==> config.mk <==
export PLATFORM = sky130hd
export DESIGN_NAME = chunked_adder_ctrl
export DESIGN_NICKNAME = d
export VERILOG_FILES = /design/src/rtl/chunked_adder_ctrl.sv
export SDC_FILE = /design/constraint.sdc
export NUM_CORES = 1
export LEC_CHECK = 0
export ABC_AREA = 1
export CORE_ASPECT_RATIO = 0.6
export CORE_MARGIN = 4
export CORE_UTILIZATION = 25
export DETAILED_ROUTE_END_ITERATION = 7
export DONT_BUFFER_PORTS = 1
export SYNTH_ARGS = -nofsm -noshare
export SYNTH_HDL_FRONTEND = slang
export SYNTH_SLANG_ARGS = --single-unit
==> constraint.sdc <==
create_clock -name clk -period 20.7 [get_ports clk]
set_input_delay 3.105 -clock clk [delete_from_list [all_inputs] [get_ports clk]]
set_output_delay 3.105 -clock clk [all_outputs]
set_load 0.03 [all_outputs]
==> src/rtl/chunked_adder_ctrl.sv <==
// Multi-cycle WIDTH-bit adder: one CHUNK-bit slice is reused across the operand,
// with the carry held in a register between slices. Valid/ready on both sides.
module chunked_adder_ctrl #(
  parameter int WIDTH = 100,
  parameter int CHUNK = 25
) (
  input  logic             clk,
  input  logic             reset,
  input  logic             in_valid,
  output logic             in_ready,
  input  logic [WIDTH-1:0] a,
  input  logic [WIDTH-1:0] b,
  input  logic             cin,
  output logic             out_valid,
  input  logic             out_ready,
  output logic [WIDTH-1:0] sum,
  output logic             cout,
  output logic             busy
);

  localparam int NCHUNK = WIDTH / CHUNK;
  localparam int IDXW   = (NCHUNK > 1) ? $clog2(NCHUNK) : 1;
  localparam logic [IDXW-1:0] LAST_IDX = IDXW'(NCHUNK - 1);

  if (WIDTH % CHUNK != 0) begin : g_chunk_check
    $error("chunked_adder_ctrl: WIDTH must be a multiple of CHUNK");
  end

  typedef enum logic [1:0] {
    IDLE = 2'd0,
    RUN  = 2'd1,
    DONE = 2'd2
  } state_e;

  state_e           state_q, state_d;
  logic [IDXW-1:0]  idx_q, idx_d;
  logic             carry_q, carry_d;
  logic [WIDTH-1:0] a_q, a_d;
  logic [WIDTH-1:0] b_q, b_d;
  logic [WIDTH-1:0] sum_q, sum_d;
  logic             cout_q, cout_d;

  logic [CHUNK-1:0] a_slice, b_slice;
  logic [CHUNK:0]   slice_sum;

  // NOTE: every always_comb output gets a default first, so no path can infer a latch.
  always_comb begin
    state_d = state_q;
    idx_d   = idx_q;
    carry_d = carry_q;
    a_d     = a_q;
    b_d     = b_q;
    sum_d   = sum_q;
    cout_d  = cout_q;

    a_slice   = a_q[int'(idx_q)*CHUNK +: CHUNK];
    b_slice   = b_q[int'(idx_q)*CHUNK +: CHUNK];
    slice_sum = {1'b0, a_slice} + {1'b0, b_slice} + (CHUNK+1)'(carry_q);

    unique case (state_q)
      IDLE: begin
        if (in_valid) begin
          a_d     = a;
          b_d     = b;
          carry_d = cin;
          idx_d   = '0;
          state_d = RUN;
        end
      end
      RUN: begin
        sum_d[int'(idx_q)*CHUNK +: CHUNK] = slice_sum[CHUNK-1:0];
        carry_d = slice_sum[CHUNK];
        idx_d   = idx_q + IDXW'(1);
        if (idx_q == LAST_IDX) begin
          cout_d  = slice_sum[CHUNK];
          idx_d   = '0;
          state_d = DONE;
        end
      end
      DONE: begin
        if (out_ready) state_d = IDLE;
      end
      default: state_d = IDLE;
    endcase
  end

  // NOTE: sequential state uses non-blocking assignments so all registers update together.
  always_ff @(posedge clk) begin
    if (reset) begin
      state_q <= IDLE;
      idx_q   <= '0;
      carry_q <= 1'b0;
      sum_q   <= '0;
      cout_q  <= 1'b0;
    end else begin
      state_q <= state_d;
      idx_q   <= idx_d;
      carry_q <= carry_d;
      sum_q   <= sum_d;
      cout_q  <= cout_d;
    end
  end

  // NOTE: operand registers carry no reset; they are always loaded before RUN reads them.
  always_ff @(posedge clk) begin
    a_q <= a_d;
    b_q <= b_d;
  end

  assign in_ready  = (state_q == IDLE);
  assign out_valid = (state_q == DONE);
  assign busy      = (state_q != IDLE);
  assign sum       = sum_q;
  assign cout      = cout_q;

endmodule

== Word-level counts from Yosys, hierarchy flattened ==
Index checks and enable logic that the tools add are counted.

* Reductions and logical operators: 7
* Equality and inequality tests: 6
* Shift operators: 4
* $mul: 1
* Add/subtract/negate cells: 4
* Multiplexer cells: 10

{| class="wikitable"
|+ Operators by type and width
! cell !! count
|-
| $shiftx A100 B32 Y25 || 2
|-
| $bwmux W100 || 1
|-
| $shift A25 B33 Y100 const A || 1
|-
| $shiftx A25 B33 Y100 || 1
|-
| $neg A7 Y33 || 1
|-
| $add A25 B25 Y26 || 1
|-
| $add A26 B1 Y26 || 1
|-
| $mux W2 || 5
|-
| $mul A2 B5 Y7 const B || 1
|-
| $pmux W2 S3 || 1
|-
| $reduce_and A2 Y1 || 3
|-
| $eq A2 B2 Y1 const B || 2
|-
| $ne A2 B2 Y1 const B || 2
|-
| $pmux W2 S2 || 1
|-
| $reduce_bool A2 Y1 || 2
|-
| $reduce_and A3 Y1 || 1
|-
| $add A2 B1 Y2 const B || 1
|-
| $eq A2 B1 Y1 const B || 1
|-
| $logic_not A2 Y1 || 1
|-
| $ne A2 B1 Y1 const B || 1
|-
| $pmux W1 S2 || 1
|-
| $mux W1 || 1
|}

* Register bits: 306
* Word-level logic and storage cells: 39
* Output and inout port bits: 104

== Longest topological paths before layout ==
* Word-level depth: 6
* Gate-level depth with buffers: 19
* Mapped depth without buffers: 16

== Least setup slack after synthesis ==
No wires, ideal clock.

* Kind: input-to-reg
* From: input in_valid
* To: register carry_q
* Stages on the path: 6
* Data required time: 20572 ps
* Data arrival time: 12532 ps
* Path slack: 8040 ps
* Path through: inv_1 > nor2_1 > nor2_1 > a22o_1 > a21oi_1 > nor2_1

* Word-level cells in the longest chain between the ends: 2

{| class="wikitable"
|+ Ends and longest elaborated chain
! element !! RTL line !! text
|-
| from (decl) || 9 || <nowiki>input logic in_valid,</nowiki>
|-
| $ne A2 B2 Y1 (no line) || -- ||
|-
| $reduce_and A2 Y1 (no line) || -- ||
|-
| to (signal assigned) || 98 || <nowiki>carry_q <= carry_d;</nowiki>
|-
| to (decl) || 37 || <nowiki>logic carry_q, carry_d;</nowiki>
|}

No other way between the ends.
A chain may end at the register's enable or synchronous reset.

== Final worst setup path ==
* From: input in_valid
* To: register a_q[56], enable pin

* Word-level cells in the longest chain between the ends: 1

{| class="wikitable"
|+ Ends and longest elaborated chain
! element !! RTL line !! text
|-
| $reduce_and A2 Y1 (no line) || -- ||
|-
| to (signal assigned) || 106 || <nowiki>a_q <= a_d;</nowiki>
|-
| to (decl) || 38 || <nowiki>logic [WIDTH-1:0] a_q, a_d;</nowiki>
|}

No other way between the ends.

==> flow_metrics.tcl <==
set metrics [dict create \
    outcome "finished clean" \
    maxSlewViolCount 0 \
    setup_violations 0 \
    drc 0 \
    power.density_nw_per_um2 108 \
    ys_ff_latch 306 \
    end_kind "flop" \
    cts_tree "built" \
    finalNonFillerCells 2074 \
    cp-start-kind "primary input" \
    crit_fanout 78 \
    cts.sinks 306 \
    final_util_pct 28.4 \
    vias 9707 \
    reg2reg_slack_ns 16.20 \
    numCtsBuffers 30 \
    finalHoldViolCount 0 \
    tns_ns 0 \
    fillCellCount 5527 \
    synth_fp_nets 1613 \
    drt-total-wl_um 43400 \
    leakage_nw 5.36 \
    switchingPower_mw 0.541 \
    wl_per_cell_um 20.9 \
    dp_cells 2017 \
    irDropWorstVdd_v 0.0000663 \
    hpwl_um 30700 \
    grt_usage_pct 14.7 \
    layout_commonest_cell "nand2_1" \
    ctsRootBufferMaster "clkbuf_16" \
    cp.required_ns 20.89 \
    power.total_mw 1.61 \
    synth_cells 1376 \
    rsz0062_at_grt "no" \
    yosys.area.top_type "edfxtp_1" \
    synthToLayoutAreaGrowth_pct 12.3 \
    rows 65 \
    ant_nets 0 \
    viasPerCell 4.68 \
    portBuffers 0 \
    dpl_cell_area_um2 13900 \
    avgSynthCellArea_um2 9.65 \
    combinationalPowerShare_pct 22.2 \
    grt_pass1_vias 9396 \
    hold-path-cell-count 2 \
    ys_warn_count 0 \
    grt_pass1_wl_um 63000 \
    fp.dieW_um 305 \
    globalRoute.totalOverflow 0 \
    fin_crit_ns 5.14 \
    die_h_um 186 \
    min_period_over_period_pct 24.8 \
    cts_max_path_buffers 3 \
    antenna_found_initial 15 \
    worstMarginPinSlew_ns 1.10 \
    clk_pin_slew_ns 0.06 \
    ys_top_cells_by_area "edfxtp_1, dfxtp_1, nand2_1" \
    seq_power_share_pct 44.2 \
    skew_ns 0.0237 \
    clock.fmax_mhz 195 \
    internal-power_mw 1.07 \
    clkPwrFrac_pct 33.7 \
    dp_slack_ns 14.87 \
    hp-class "flop to flop" \
    die_area_um2 57000 \
    h-tree-depth 1 \
    clkLatencyLatePin_ns 0.59 \
    start_util_pct 25.3 \
    synth_area_um2 13300 \
    fin_nets 1583 \
    synth.distinct_cells 31 \
    hold_slack_ns 0.610 \
    io_pins 309 \
    final_cell_mix "nand2_1, edfxtp_1, nor2_1, a21oi_1, dfxtp_1" \
    arrival_ns 5.33 \
    cts_setup_buffers 0 \
    drive_gt1_share_pct 6.87 \
    r2r_cells 14 \
    hold_buffers 0 \
    ys_seq_area_share_pct 61.2 \
    dr.pass1.iters 5 \
    maxCapViolations 0 \
    drt-initial-drc-count 823 \
    routabilityCongestion 0.895 \
    yosys.area.top_type_share_pct 45.2 \
    swShare_pct 33.6 \
    grt_max_degree 106 \
    max_slew_margin_pct 26.6 \
    critPathKind "primary input to flop" \
    core_um2 52500 \
    stdcell_area_um2 14900 \
    post_cts_resized 0 \
    fin_ws_ns 15.56 \
]
-- metal layers --
layer  GRT usage, %  wire length [µm]
met1           19.7             18800
met2           22.5             19100
met3           5.88              4340
met4           3.22               990
met5              0               147
-- worst paths after layout --
kind / to / from
hold reg to reg: sum[60]$_SDFFE_PP0P_ / sum[60]$_SDFFE_PP0P_
hold / removal: sum[60]$_SDFFE_PP0P_ / sum[60]$_SDFFE_PP0P_
setup / recovery: a_q[56]$_DFFE_PP_ / in_valid
setup reg to reg: sum[87]$_SDFFE_PP0P_ / idx_q[0]$_SDFFE_PP0P_
-- synth_stat cells --
| master | n |
|---|---|
| a22o_1 | 1 |
| fa_1 | 2 |
| nand2_1 | 318 |
| nor3_1 | 4 |
| nand2_2 | 11 |
| o22ai_1 | 50 |
| nand3b_1 | 3 |
| buf_6 | 2 |
| nand3_2 | 2 |
| nand4_1 | 38 |
| clkbuf_1 | 49 |
| nor2_4 | 4 |
| o21ai_0 | 103 |
| buf_2 | 11 |
| inv_1 | 99 |
| inv_2 | 1 |
| dfxtp_1 | 106 |
| nand3_1 | 43 |
| nor2_1 | 147 |
| xor2_2 | 4 |
| xor2_1 | 9 |
| ha_1 | 30 |
| o21a_1 | 1 |
| nor4_4 | 1 |
| buf_4 | 3 |
| a22oi_1 | 4 |
| a21oi_1 | 114 |
| edfxtp_1 | 200 |
| nand2_4 | 1 |
| nor2_2 | 8 |
| buf_1 | 7 |
-- cell families (layout without fill, tap and decap cells) --
group | after synthesis | after routing | synth area share (%)
compound gates | 273 | 273 | 10.9
xor+xnor | 13 | 13 | 1.08
fa+ha+maj | 32 | 32 | 3.13
buf+inv | 172 | 165 | 5.16
flops | 306 | 306 | 61.2
other cells | 0 | 2 | 0
simple gates | 580 | 580 | 18.5
-- state kept, by name, summed over array words and instances (netlist names) --
register,cells
cout,1
carry_q,1
idx_q,2
a_q,100
b_q,100
sum,100
state_q,2
-- critical path, stage by stage --
cell    delay [ns]
inv_1         0.04
nor2_4        0.59
buf_4         0.64
buf_4         0.84
-- power groups by stage --
stage                     clock network (mW)  registers [mW]  logic (mW)
after floorplan                            0           0.725       0.206
after global placement                     0           0.724       0.354
after detailed placement                   0           0.725       0.359
after CTS                              0.558           0.712       0.360
after global routing                   0.588           0.714       0.390
final                                  0.542           0.711       0.357
-- cell type report --
class	count	area [µm²]	share of cell area, %
antenna	2	5.00	0.0336
inverter	100	378	2.54
tap	703	880	5.90
clock inverter	15	114	0.764
sequential	306	8130	54.6
multi-input combinational	898	4470	30.0
timing repair buffer	10	75.1	0.504
clock buffer	40	851	5.71
No activity file was read; power rests on OpenSTA's default activity.
